[src/rtl/fetch_stage_pkg.sv]
// Shared types and constants for the instruction fetch stage.
// The HALTED state exists only when FETCH_HALT_DETECT_EN is defined.
package fetch_stage_pkg;

  localparam int unsigned WORD_W = 16;

  localparam logic [WORD_W-1:0] NOP_INSTR   = 16'h0800;
  localparam logic [4:0]        HALT_OPCODE = 5'b00000;

  typedef enum logic [2:0] {
    ST_REQ,
    ST_WAIT,
    ST_HOLD,
    ST_SQUASH
`ifdef FETCH_HALT_DETECT_EN
    , ST_HALTED
`endif
  } fetch_state_e;

  function automatic logic is_halt(input logic [WORD_W-1:0] word);
    return word[WORD_W-1 -: 5] == HALT_OPCODE;
  endfunction

endpackage

[src/rtl/fetch_pc_reg.sv]
// Program counter register: asynchronous reset to RESET_PC, loads d when load=1.
module fetch_pc_reg
  import fetch_stage_pkg::*;
#(
  parameter logic [WORD_W-1:0] RESET_PC = 16'h0000
) (
  input  logic              clk,
  input  logic              rst,
  input  logic              load,
  input  logic [WORD_W-1:0] d,
  output logic [WORD_W-1:0] q
);

  always_ff @(posedge clk or posedge rst) begin
    if (rst) begin
      q <= RESET_PC;
    end else if (load) begin
      q <= d;
    end
  end

endmodule

[src/rtl/fetch_stage.sv]
// Instruction fetch stage: PC sequencing, imem handshake, stall hold buffer, redirect squash.
// Optional halt detection is enabled by defining FETCH_HALT_DETECT_EN.
module fetch_stage
  import fetch_stage_pkg::*;
#(
  parameter logic [WORD_W-1:0] RESET_PC = 16'h0000,
  parameter logic [WORD_W-1:0] PC_STEP  = 16'd2
) (
  input  logic              clk,
  input  logic              rst,
  input  logic              stall_in,
  input  logic              redirect,
  input  logic [WORD_W-1:0] redirect_pc,
  output logic              imem_rd,
  output logic [WORD_W-1:0] imem_addr,
  input  logic [WORD_W-1:0] imem_rdata,
  input  logic              imem_done,
  output logic [WORD_W-1:0] pc_inc,
  output logic [WORD_W-1:0] instr,
  output logic              if_nop,
  output logic              halted
);

  fetch_state_e      state;
  logic [WORD_W-1:0] pc;
  logic [WORD_W-1:0] pc_seq;
  logic [WORD_W-1:0] hold_instr;
  logic [WORD_W-1:0] hold_pc_inc;
  logic              in_halted;
  logic              deliver;
  logic              from_hold;
  logic              halt_now;
  logic              redirect_act;
  logic              pc_load;
  logic [WORD_W-1:0] pc_d;

  assign pc_seq = pc + PC_STEP;

`ifdef FETCH_HALT_DETECT_EN
  assign in_halted = (state == ST_HALTED);
`else
  assign in_halted = 1'b0;
`endif

  // Redirect is inert in HALTED and during reset.
  assign redirect_act = redirect && !in_halted && !rst;

  always_comb begin
    deliver   = 1'b0;
    from_hold = 1'b0;
    case (state)
      ST_REQ, ST_WAIT: deliver   = imem_done && !redirect_act;
      ST_HOLD:         from_hold = !redirect_act;
      default:         ;
    endcase
    if (rst) begin
      deliver   = 1'b0;
      from_hold = 1'b0;
    end
  end

`ifdef FETCH_HALT_DETECT_EN
  assign halt_now = (deliver && is_halt(imem_rdata)) || (from_hold && is_halt(hold_instr));
`else
  assign halt_now = 1'b0;
`endif

  // A delivered HALT freezes the PC at the HALT address.
  always_comb begin
    pc_load = 1'b0;
    pc_d    = pc_seq;
    if (redirect_act) begin
      pc_load = 1'b1;
      pc_d    = redirect_pc;
    end else if ((deliver || from_hold) && !stall_in && !halt_now) begin
      pc_load = 1'b1;
    end
  end

  fetch_pc_reg #(
    .RESET_PC (RESET_PC)
  ) u_pc_reg (
    .clk  (clk),
    .rst  (rst),
    .load (pc_load),
    .d    (pc_d),
    .q    (pc)
  );

  always_comb begin
    imem_rd   = (state == ST_REQ) && !rst;
    imem_addr = pc;
    if_nop    = !(deliver || from_hold);
    instr     = NOP_INSTR;
    pc_inc    = pc_seq;
    if (deliver) begin
      instr = imem_rdata;
    end else if (from_hold) begin
      instr  = hold_instr;
      pc_inc = hold_pc_inc;
    end
    halted = in_halted;
  end

  always_ff @(posedge clk or posedge rst) begin
    if (rst) begin
      state       <= ST_REQ;
      hold_instr  <= '0;
      hold_pc_inc <= '0;
    end else if (redirect_act) begin
      hold_instr  <= '0;
      hold_pc_inc <= '0;
      // An outstanding access must be drained before issuing the new one.
      if ((state == ST_WAIT || state == ST_SQUASH) && !imem_done) begin
        state <= ST_SQUASH;
      end else begin
        state <= ST_REQ;
      end
    end else begin
      case (state)
        ST_REQ, ST_WAIT: begin
          if (deliver) begin
            if (stall_in) begin
              state       <= ST_HOLD;
              hold_instr  <= imem_rdata;
              hold_pc_inc <= pc_seq;
            end else if (halt_now) begin
`ifdef FETCH_HALT_DETECT_EN
              state <= ST_HALTED;
`endif
            end else begin
              state <= ST_REQ;
            end
          end else begin
            state <= ST_WAIT;
          end
        end
        ST_HOLD: begin
          if (!stall_in) begin
            if (halt_now) begin
`ifdef FETCH_HALT_DETECT_EN
              state <= ST_HALTED;
`endif
            end else begin
              state <= ST_REQ;
            end
          end
        end
        ST_SQUASH: begin
          if (imem_done) begin
            state <= ST_REQ;
          end
        end
        default: ;
      endcase
    end
  end

endmodule
[config.mk]
export PLATFORM = sky130hd
export DESIGN_NAME = fetch_stage
export DESIGN_NICKNAME = d
export VERILOG_FILES = /design/src/rtl/fetch_stage_pkg.sv /design/src/rtl/fetch_pc_reg.sv /design/src/rtl/fetch_stage.sv
export SDC_FILE = /design/constraint.sdc
export NUM_CORES = 1
export LEC_CHECK = 0
export CAP_MARGIN = 20
export CORE_MARGIN = 3
export CORE_UTILIZATION = 50
export DETAILED_ROUTE_END_ITERATION = 16
export GPL_TIMING_DRIVEN = 0
export PLACE_DENSITY = 0.86
export SLEW_MARGIN = 20
export SYNTH_ARGS = -nofsm -noshare
export SYNTH_HDL_FRONTEND = slang
export SYNTH_SLANG_ARGS = --single-unit
[constraint.sdc]
create_clock -name clk -period 4.75 [get_ports clk]
set_clock_uncertainty 0.2 [all_clocks]
set_input_delay 0.95 -clock clk [delete_from_list [all_inputs] [get_ports clk]]
set_output_delay 0.95 -clock clk [all_outputs]
set_load 0.03 [all_outputs]
# == Word level (Yosys, flattened, before mapping) ==
# Index checks and enable logic that the tools add are counted.
# word_totals
register_bits,51
input_bits,37
elab_cells,56
# classes
addsub,1
eq_ne,5
n_mux,26
n_reduce_logical,20
# op_table
cell,n
$mux 16,13
$add 16x2->16 const B,1
$mux 3,4
$pmux 3 s3,1
$eq 3x2->1 const B,2
$mux 1,6
$ne 3x3->1 const B,2
$reduce_and 3->1,2
$reduce_bool 2->1,3
$logic_and 1x1->1,5
$logic_not 1->1,5
$mux 2,2
$reduce_bool 4->1,1
$eq 3x1->1 const B,1
$logic_not 3->1,1
$logic_or 1x1->1,2
$reduce_or 2->1,1

# == Logic depth before layout (Yosys ltp) ==
# Gate-level depths: netlist (run 1).
# logic_depth
depth_word,10
mapped_depth,7
depth_no_buf,5

# == Cells and area by module ==
# A second synthesis (run 1) with hierarchy kept.
# unflattened
cells_unflattened,317
hier_area_um2,2791.4
# modules_own_cells
mod,n_inst,cells_per_inst,area_each_um2,seq_area_each_um2
fetch_stage,1,282,2138.3,850.8
fetch_pc_reg,1,35,653.1,400.4

# == Worst setup path after synthesis (run 1) ==
# OpenSTA, ideal clock, no wires.
# synth_timing
kind,input port to output port
startpoint,input redirect
endpoint,output pc_inc[10]
arrival_time_ns,2.478
path_slack_ns,1.122
cell_stages,5
path_buffers,3
path_cell_list,clkbuf_1 > or4b_1 > clkbuf_1 > clkbuf_1 > a21oi_1
# synth_via
elab_chain_len,6
word_cells_on_any_way,9
classes_between,mux: 6; reduce/logical: 3
# synth_rtl
item,line,text
from (decl),fetch_stage.sv:12,"input logic redirect,"
$logic_and 1x1->1 (*),fetch_stage.sv:46,assign redirect_act = redirect && !in_halted && !rst;
$logic_not 1->1 (*),"fetch_stage.sv:52, fetch_stage.sv:53",
$mux 1 or $logic_and 1x1->1 (tied branches),"fetch_stage.sv:51, fetch_stage.sv:52",
$mux 1 (on tied branches),"fetch_stage.sv:56, fetch_stage.sv:51",
$mux 16 or $mux 1 (tied branches),"fetch_stage.sv:98, fetch_stage.sv:56",
$mux 16 (*),fetch_stage.sv:96,if (deliver) begin
to (decl),fetch_stage.sv:18,"output logic [WORD_W-1:0] pc_inc,"
# Every way passes the cells marked *; elsewhere a longest branch is shown, timed or not.

# == Worst setup path in the final report (run 1) ==
# layout_timing
startpoint,input redirect
endpoint,output pc_inc[1]
# Same word-level chain as after synthesis.

==> results of run 1 <==
## sequential cells by signal, summed over array words and instances (netlist names)
register	cells
u_pc_reg.q	16
hold_pc_inc	16
state	2
hold_instr	16
## worst max-delay path, delay by kind of cell
family | cells | cell delay (ns)
compound gates | 1 | 0.32
simple gates | 1 | 0.53
buf+inv | 4 | 1.34
## per-stage QoR
step	cells	setup slack, ns	cell area [sq um]	hold WS [ns]
after floorplan	329	1.12	2740	0.268
after global routing	491	0.245	3790	0.342
after CTS	492	0.211	3800	0.313
after detailed placement	484	0.217	3690	0.291
final	491	0.460	3790	0.306
after global placement	483	0.215	3670	0.279
## placed cells by master, fill, tap and decap left out, drive strengths merged, types with 3 or more instances in the layout
master / n
a211oi: 6
inv: 8
xor2: 5
and3: 3
nor3: 4
nor4: 3
xnor2: 9
nand3: 32
a22o: 15
dfrtp: 50
a21oi: 31
nand4: 3
o21ai: 20
nor2: 32
clkbuf: 21
buf: 11
nor2b: 3
clkdlybuf4s50: 84
nand2: 55
o22ai: 5
## area by class of cell
type	instances	area, sq um
fill	420	1410
clock inverter	2	37.5
sequential	50	1250
clock buffer	6	72.6
buffer	25	114
inverter	8	30.0
timing repair buffer	85	861
tap	70	87.6
multi-input combinational	245	1340
## routing by layer
layer	up-vias	track usage, %
met5	-	0
met4	0	9.29
met3	13	4.06
met2	126	42.5
met1	1337	36.7
li1	1324	-
## worst max path at each step
| stage | endpoint | slack (ns) | start | cells past startpoint |
|---|---|---|---|---|
| floorplan | pc_inc[10] | 1.12 | redirect | 5 |
| global placement | instr[6] | 0.22 | imem_done | 6 |
| detailed placement | instr[6] | 0.22 | imem_done | 6 |
| CTS | instr[6] | 0.21 | imem_done | 6 |
| global route | instr[0] | 0.24 | imem_done | 5 |
| finish | pc_inc[1] | 0.46 | redirect | 6 |
## cells by family (layout without fill, tap and decap cells)
logic type	count (synthesis)	after routing	share of synthesized area, %
flops	50	50	45.7
simple gates	145	145	24.5
compound gates	84	84	19.3
xor+xnor	14	14	4.48
other cells	1	1	0.137
fa+ha+maj	1	1	0.457
buf+inv	34	126	5.39
## power by group
| group | internal, mW | switching (mW) |
|---|---|---|
| Clock | 0.157 | 0.148 |
| Sequential | 0.471 | 0.0543 |
| Combinational | 0.193 | 0.270 |
==> run_results.csv, run 1 <==
group,metric,value,unit
floorplan,core_area,5200,sq um
cts,clock_sinks,50,
logic_synthesis,async_flop_share,100,%
place,place_congestion,0.893,
setup_path,end_kind,"output pin",
detailed_routing,topRoutingLayerUsed,"met4",
setup_path,cp.required,3.60,ns
sta,post-route-min-period,4.29,ns
setup_path,slowest_delay,0.72,ns
logic_synthesis,synth.distinct_cells,38,
pwr,p_total,1.29,mW
logic_synthesis,yosys-top-cells-count,"nand2_1, dfrtp_1, nand3_1, nor2_1, a21oi_1",
logic_synthesis,yosys_register_bits,50,
logic_synthesis,avgSynthCellArea,8.32,sq um
logic_synthesis,synth_edf_count,0,
sta,fin_setup_tns,0,ns
sta,setup_viol,0,
detailed_routing,drt_wl_total,8020,um
min_path,hold_class,"flop to flop",
cts,htreeDepth,2,
min_path,min_to,"hold_pc_inc[5]$_DFFE_PP0P_",
cts,postCtsSetupRepairBufs,0,
cts,clkTransAtPathRegs,0.10,ns
logic_synthesis,yosys_most_used_dff,"dfrtp_1",
setup_path,crit_fanout,10,
logic_synthesis,syn-num-nets,367,
setup_path,path_cells,"clkbuf_1 -> or4b_1 -> clkbuf_1 -> clkbuf_1 -> a21oi_1 -> clkdlybuf4s50_1",
global_route,grt_pass1_vias,2759,
cts,cts_resized,0,
logic_synthesis,netlist_top_cells_area,"dfrtp_1, nand2_1, nand3_1",
pwr,power.density,341,nW/um^2
sta,worst_slew_pin_slew,0.794,ns
logic_synthesis,syn-instance-count,329,
floorplan,io_pins,88,
cts,cts_tree,"yes",
logic_synthesis,yosysMostFrequentCell,"nand2_1",
run,max-cap-violations,0,
detailed_routing,drcViolationCount,0,
cts,clockBufferDepth,2,
floorplan,die_area,6400,sq um
setup_path,path_class,"primary input to output pin",
setup_path,slowest_stage,"clkdlybuf4s50_1",
cells_and_area,diodes,0,
logic_synthesis,synthDominantCellAreaShare,45.7,%
detailed_routing,detailroute.wirelength.met2,3880,um
cts,clk-insertion-delay-late,0.32,ns
floorplan,start_util,52.6,%
logic_synthesis,synth.cell_area,2740,sq um
sta,period_share,90.3,%
sta,finalMaxSlewViolations,0,
setup_path,r2r_setup_slack,2.31,ns
sta,rsz0062_at_grt,"false",
place,hpwl,5930,um
logic_synthesis,yosysWarnings,0,
cts,cts_hold_buf,0,
global_route,antenna_found_initial,0,
setup_path,worstSetupStartpointType,"primary input",
place,io_buffers,84,
min_path,holdCritStartpoint,"hold_pc_inc[5]$_DFFE_PP0P_",
detailed_routing,routedWlPerCell,16.3,um
cells_and_area,syn2layout_area_growth,38.5,%
min_path,hold_path_depth,2,
detailed_routing,vias,2800,
pwr,ir_drop,0.195,mV
detailed_routing,route.met3.wl,572,um
global_route,grt_max_degree,35,
logic_synthesis,seq_area_frac_synth,45.7,%
setup_path,rr_startpoint,"u_pc_reg.q[1]$_DFFE_PP0P_",
detailed_routing,met1_length,3430,um
logic_synthesis,yosysTopAreaCell,"dfrtp_1",
cells_and_area,drive_gt1_share,5.23,%
setup_path,reg2reg_to,"u_pc_reg.q[13]$_DFFE_PP0P_",
pwr,power_leakage,1.64,nW
outcome,outcome,"completed",
setup_path,crit_arrival,3.14,ns
cells_and_area,nNetsFinal,458,
global_route,overflow,0,
sta,fmax,0.233,GHz
detailed_routing,routed_via_density,5.70,
sta,slew_headroom,47.0,%
global_route,grt_util_all_layers,26.6,%
detailed_routing,initialDrtViolationCount,264,
floorplan,die_h,80.0,um
floorplan,placementRows,26,
detailed_routing,drt_first_pass_iters,5,
detailed_routing,ant_nets,0,
global_route,grt_pass1_wl,13200,um
setup_path,rr_worst_depth,5,
cells_and_area,fin_util,72.9,%
floorplan,die_w,80.0,um
cts,numCtsBuffers,5,
setup_path,path_common_cell,"clkbuf_1",
sta,hold_violations,0,
cts,clockRootBuffer,"clkbuf_8",
(Power assumes the default switching activity.)
==> run 2, diff against run 1 <==
--- a/config.mk
+++ b/config.mk
@@ -7,10 +7,9 @@
 export LEC_CHECK = 0
 export CAP_MARGIN = 20
 export CORE_MARGIN = 3
-export CORE_UTILIZATION = 50
+export CORE_UTILIZATION = 46
 export DETAILED_ROUTE_END_ITERATION = 16
-export GPL_TIMING_DRIVEN = 0
-export PLACE_DENSITY = 0.86
+export PLACE_DENSITY = 0.8
 export SLEW_MARGIN = 20
 export SYNTH_ARGS = -nofsm -noshare
 export SYNTH_HDL_FRONTEND = slang
==> constraint.sdc (replaced) <==
create_clock -name clk -period 4.3 [get_ports clk]
set_clock_uncertainty 0.2 [all_clocks]
set_input_delay 0.86 -clock clk [delete_from_list [all_inputs] [get_ports clk]]
set_output_delay 0.86 -clock clk [all_outputs]
set_load 0.03 [all_outputs]
==> run 2 against run 1 <==
  * Clock power increased by 10%
  * Setup slack got worse by 0.094 ns
  * Highest routed layer unchanged
  * Die area increased by 8.0%
  * Routed wire length decreased by 6.8%
  * Clock-buffer cell count decreased by 1
  * Largest power group unchanged
  * Core utilization decreased by 6.7 points
  * Sequential power increased by 12%
  * Critical path type unchanged
  * Global-route usage decreased by 4.5 points
==> run_results.csv, run 2 (synthesis results as in run 1) <==
group,metric,value,unit
setup_path,cp_num_buf_inv,2,
detailed_routing,routed_via_density,5.68,
cts,htreeDepth,2,
setup_path,slowest_stage,"or4b_1",
place,hpwl,5410,um
cells_and_area,reg_top3,"hold_instr: 16 flops, hold_pc_inc: 16 flops, u_pc_reg.q: 16 flops",
cells_and_area,diodes,0,
floorplan,die_h,83.1,um
setup_path,path_cells,"clkdlybuf4s50_1 -> or4b_1 -> nor2_1 -> a21oi_1 -> clkdlybuf4s50_1",
cts,clockRootBuffer,"clkbuf_8",
cells_and_area,layout_commonest_cell,"clkdlybuf4s50_1",
sta,period_share,91.5,%
cts,cts_tree,"yes",
cts,numCtsBuffers,5,
global_route,grt_pass1_vias,2661,
cells_and_area,stdcell_count,480,
place,dpl-instance-area,3620,sq um
pwr,power_leakage,1.67,nW
detailed_routing,routedWlPerCell,15.6,um
setup_path,path_common_cell,"clkdlybuf4s50_1",
global_route,grt_pass1_wl,12700,um
cts,clock_sinks,50,
setup_path,crit_arrival,2.87,ns
floorplan,start_util,48.5,%
global_route,grt_util_all_layers,22.0,%
setup_path,end_kind,"output pin",
run,max-cap-violations,0,
setup_path,reg2reg_to,"u_pc_reg.q[15]$_DFFE_PP0P_",
setup_path,crit_fanout,9,
place,place_congestion,0.849,
setup_path,worstSetupStartpointType,"primary input",
global_route,grt_max_degree,51,
cts,cts_resized,0,
cells_and_area,final_cell_area,3730,sq um
setup_path,cpLargestDelayFamily,"buffers and inverters",
sta,worst_slew_pin_slew,1.03,ns
place,dp.cells,472,
pwr,ir_drop,0.203,mV
cts,clockBufferDepth,2,
setup_path,slowest_delay,0.71,ns
cells_and_area,final_cell_mix,"clkdlybuf4s50_1, nand2_1, dfrtp_1",
setup_path,path_class,"primary input to output pin",
min_path,hold_class,"flop to flop",
outcome,outcome,"completed",
pwr,power.density,378,nW/um^2
global_route,antenna_found_initial,0,
setup_path,r2r_setup_slack,1.84,ns
cells_and_area,drive_gt1_share,13.5,%
detailed_routing,drt_first_pass_iters,4,
floorplan,die_area,6910,sq um
setup_path,rr_startpoint,"u_pc_reg.q[1]$_DFFE_PP0P_",
cts,clkTransAtPathRegs,0.09,ns
cts,clk-insertion-delay-late,0.31,ns
floorplan,placementRows,27,
sta,post-route-min-period,3.93,ns
detailed_routing,vias,2724,
detailed_routing,initialDrtViolationCount,191,
sta,setup_viol,0,
setup_path,endpoint,"instr[11]",
cells_and_area,nNetsFinal,445,
setup_path,cp.required,3.24,ns
sta,fin_setup_tns,0,ns
sta,finalMaxSlewViolations,0,
floorplan,die_w,83.1,um
sta,hold_violations,0,
detailed_routing,drt_wl_total,7470,um
floorplan,io_pins,88,
detailed_routing,drcViolationCount,0,
setup_path,crit_cells,5,
sta,rsz0062_at_grt,"false",
global_route,overflow,0,
pwr,p_total,1.41,mW
cells_and_area,syn2layout_area_growth,36.4,%
setup_path,startpoint,"redirect",
cts,cts_hold_buf,0,
sta,fmax,0.254,GHz
sta,slew_headroom,30.9,%
cts,postCtsSetupRepairBufs,0,
place,io_buffers,86,
detailed_routing,ant_nets,0,
setup_path,rr_worst_depth,5,
floorplan,core_area,5640,sq um
-- run 2: layout make-up --
cell class	instances	area, sq um
Multi-Input combinational cell	245	1350
Clock buffer	5	68.8
Fill cell	471	1910
Inverter	8	30.0
Tap cell	72	90.1
Clock inverter	3	45.0
Sequential cell	50	1250
Timing Repair Buffer	97	898
-- run 2: worst register-to-register path, cell delays in order, from the launching register on --
cell,delay (ns)
dfrtp_1,0.54
ha_1,0.33
nand4_2,0.21
or4_4,0.60
or3_1,0.35
a31oi_1,0.16
-- run 2: worst min-delay path by stage --
stage / start / to / slack, ns / depth (start not counted)
floorplan: hold_instr[0]$_DFFE_PP0P_ / hold_instr[0]$_DFFE_PP0P_ / 0.27 / 2
global placement: hold_instr[7]$_DFFE_PP0P_ / hold_instr[7]$_DFFE_PP0P_ / 0.28 / 2
detailed placement: hold_instr[4]$_DFFE_PP0P_ / hold_instr[4]$_DFFE_PP0P_ / 0.29 / 2
CTS: hold_instr[4]$_DFFE_PP0P_ / hold_instr[4]$_DFFE_PP0P_ / 0.31 / 2
global route: hold_instr[0]$_DFFE_PP0P_ / hold_instr[0]$_DFFE_PP0P_ / 0.34 / 2
finish: hold_instr[4]$_DFFE_PP0P_ / hold_instr[4]$_DFFE_PP0P_ / 0.31 / 2
-- run 2: per-layer routing --
| layer | vias to the layer above | track usage (%) | part of all wire (%) |
|---|---|---|---|
| met1 | 1322 | 30.6 | 44 |
| met3 | 19 | 2.98 | 4.7 |
| met2 | 80 | 34.5 | 48 |
| met5 | - | 0 | 0 |
| li1 | 1303 | - | - |
| met4 | 0 | 9.36 | 2.8 |
-- run 2: report_power, final --
| group | leakage [nW] | internal [mW] | switching, mW |
|---|---|---|---|
| Clock | 0.0504 | 0.173 | 0.164 |
| Combinational | 0.977 | 0.200 | 0.285 |
| Sequential | 0.642 | 0.521 | 0.0677 |
-- run 2: per-stage QoR --
step / hold WS [ns] / worst slack [ns] / util, %
finish: 0.306 / 0.367 / 66.2
floorplan: 0.268 / 0.852 / -
detailed placement: 0.285 / 0.372 / 64.2
global placement: 0.280 / 0.386 / 64.2
global route: 0.341 / 0.298 / 66.2
CTS: 0.308 / 0.367 / 66.2
==> run 3, diff against run 2 <==
--- a/config.mk
+++ b/config.mk
@@ -6,6 +6,7 @@
 export NUM_CORES = 1
 export LEC_CHECK = 0
 export CAP_MARGIN = 20
+export CORE_ASPECT_RATIO = 0.75
 export CORE_MARGIN = 3
 export CORE_UTILIZATION = 46
 export DETAILED_ROUTE_END_ITERATION = 16
==> run 3 against run 2 <==
  * Flip-flop and latch count unchanged
  * Core utilization rose by 0.95 points
  * Setup slack got worse by 0.0053 ns
  * Clock power grew 4%
  * Sequential share of layout area barely moved
  * Global-route usage up 0.97 points
  * Sequential power barely moved
  * Die area rose by 0.14%
  * Power rose by 1.1%
  * Routed wire length rose by 4.7%
  * Final cell count grew 0.42%
==> run_results.csv, run 3 (synthesis results as in run 1) <==
group,metric,value,unit
outcome,outcome,"completed",
cts,cts_hold_buf,0,
pwr,power_leakage,1.66,nW
detailed_routing,drt_first_pass_iters,5,
sta,hold_violations,0,
setup_path,cp.required,3.24,ns
detailed_routing,routed_via_density,5.57,
min_path,min_to,"hold_pc_inc[5]$_DFFE_PP0P_",
place,io_buffers,86,
sta,fin_hold_ws,0.310,ns
detailed_routing,drcViolationCount,0,
global_route,grt_util_all_layers,23.0,%
run,max-cap-violations,0,
detailed_routing,detailroute.wirelength.met2,3380,um
sta,slew_headroom,41.9,%
sta,fin_setup_tns,0,ns
cells_and_area,final_cell_area,3730,sq um
global_route,grt_pass1_wl,12500,um
cts,clkTransAtPathRegs,0.11,ns
cts,cts_tree,"yes",
setup_path,slowest_delay,0.67,ns
setup_path,path_cells,"clkdlybuf4s50_1 -> nor4b_2 -> buf_4 -> a22o_1 -> clkdlybuf4s50_1",
detailed_routing,routedWlPerCell,16.2,um
sta,rsz0062_at_grt,"false",
setup_path,worstSetupStartpointType,"primary input",
place,dpl-instance-area,3610,sq um
cells_and_area,nNetsFinal,444,
floorplan,die_h,72.8,um
detailed_routing,drt_wl_total,7820,um
pwr,power.density,382,nW/um^2
detailed_routing,vias,2685,
setup_path,slowest_stage,"clkdlybuf4s50_1",
setup_path,crit_fanout,20,
sta,finalMaxSlewViolations,0,
cells_and_area,fin_util,67.2,%
min_path,holdCritStartpoint,"hold_pc_inc[5]$_DFFE_PP0P_",
min_path,hold_class,"flop to flop",
detailed_routing,topRoutingLayerUsed,"met4",
setup_path,rr_startpoint,"u_pc_reg.q[1]$_DFFE_PP0P_",
cells_and_area,layout_commonest_cell,"clkdlybuf4s50_1",
floorplan,die_area,6920,sq um
place,place_congestion,0.926,
detailed_routing,ant_nets,0,
global_route,grt_pass1_vias,2410,
global_route,grt_max_degree,51,
cells_and_area,n_fill_cell,471,
detailed_routing,met1_length,3830,um
cells_and_area,reg_top3,"hold_instr: 16 flops, hold_pc_inc: 16 flops, u_pc_reg.q: 16 flops",
cells_and_area,syn2layout_area_growth,36.2,%
floorplan,die_w,95.1,um
setup_path,path_class,"primary input to output pin",
cts,clockBufferDepth,2,
floorplan,core_area,5550,sq um
cells_and_area,final_cell_mix,"clkdlybuf4s50_1, nand2_1, dfrtp_1",
setup_path,r2r_setup_slack,1.76,ns
floorplan,placementRows,23,
cts,clock_sinks,50,
detailed_routing,initialDrtViolationCount,218,
floorplan,io_pins,88,
setup_path,rr_worst_depth,5,
pwr,p_total,1.43,mW
setup_path,path_common_cell,"clkdlybuf4s50_1",
setup_path,end_kind,"output pin",
place,hpwl,5610,um
sta,setup_viol,0,
min_path,hold_path_depth,2,
cts,clockRootBuffer,"clkbuf_8",
cells_and_area,diodes,0,
pwr,ir_drop,0.195,mV
cells_and_area,drive_gt1_share,12.5,%
global_route,overflow,0,
cts,clk-insertion-delay-late,0.32,ns
setup_path,reg2reg_to,"u_pc_reg.q[15]$_DFFE_PP0P_",
sta,post-route-min-period,3.94,ns
sta,period_share,91.6,%
cts,cts_resized,0,
global_route,antenna_found_initial,0,
cts,htreeDepth,2,
cts,postCtsSetupRepairBufs,0,
floorplan,start_util,49.3,%
cts,numCtsBuffers,5,
sta,fmax,0.254,GHz
setup_path,crit_arrival,2.88,ns
sta,worst_slew_pin_slew,0.872,ns
detailed_routing,route.met3.wl,563,um
[run 3: worst max-delay path by stage]
| stage | from | endpoint | slack, ns | depth (start not counted) |
|---|---|---|---|---|
| floorplan | redirect | pc_inc[10] | 0.85 | 5 |
| global placement | redirect | instr[0] | 0.41 | 5 |
| detailed placement | rst | instr[1] | 0.35 | 5 |
| CTS | rst | instr[5] | 0.35 | 5 |
| global route | rst | instr[5] | 0.25 | 5 |
| finish | rst | instr[2] | 0.36 | 5 |
[run 3: critical path: cells and delay by family]
family	cells	cell delay [ns]
buffers and inverters	3	1.56
AND/OR/NAND/NOR	1	0.30
AO/OA/AOI/OAI	1	0.17
[run 3: layout make-up]
cell class | instances | area (sq um) | area share [%]
multi-input cells | 245 | 1350 | 36.2
repair buffers | 96 | 886 | 23.8
clock buffers | 5 | 68.8 | 1.85
inverters | 8 | 30.0 | 0.805
clock inverters | 3 | 48.8 | 1.31
flip-flops and latches | 50 | 1250 | 33.5
well taps | 75 | 93.8 | 2.52
[run 3: per-layer routing]
layer  up-vias  track usage, %
met4         0            3.84
li1       1305               -
met3         6            4.95
met1      1273            37.2
met2       101            31.7
met5         -               0
[run 3: power by group]
group / switching, mW / internal [mW] / leakage (nW)
registers: 0.0692 / 0.521 / 0.642
logic: 0.289 / 0.197 / 0.961
clock network: 0.173 / 0.177 / 0.0563
total: 0.532 / 0.895 / 1.66
[run 3: per-stage QoR]
stage | setup slack [ns] | std cells
global placement | 0.409 | 474
floorplan | 0.852 | 329
detailed placement | 0.353 | 474
finish | 0.361 | 482
CTS | 0.350 | 482
global route | 0.251 | 482
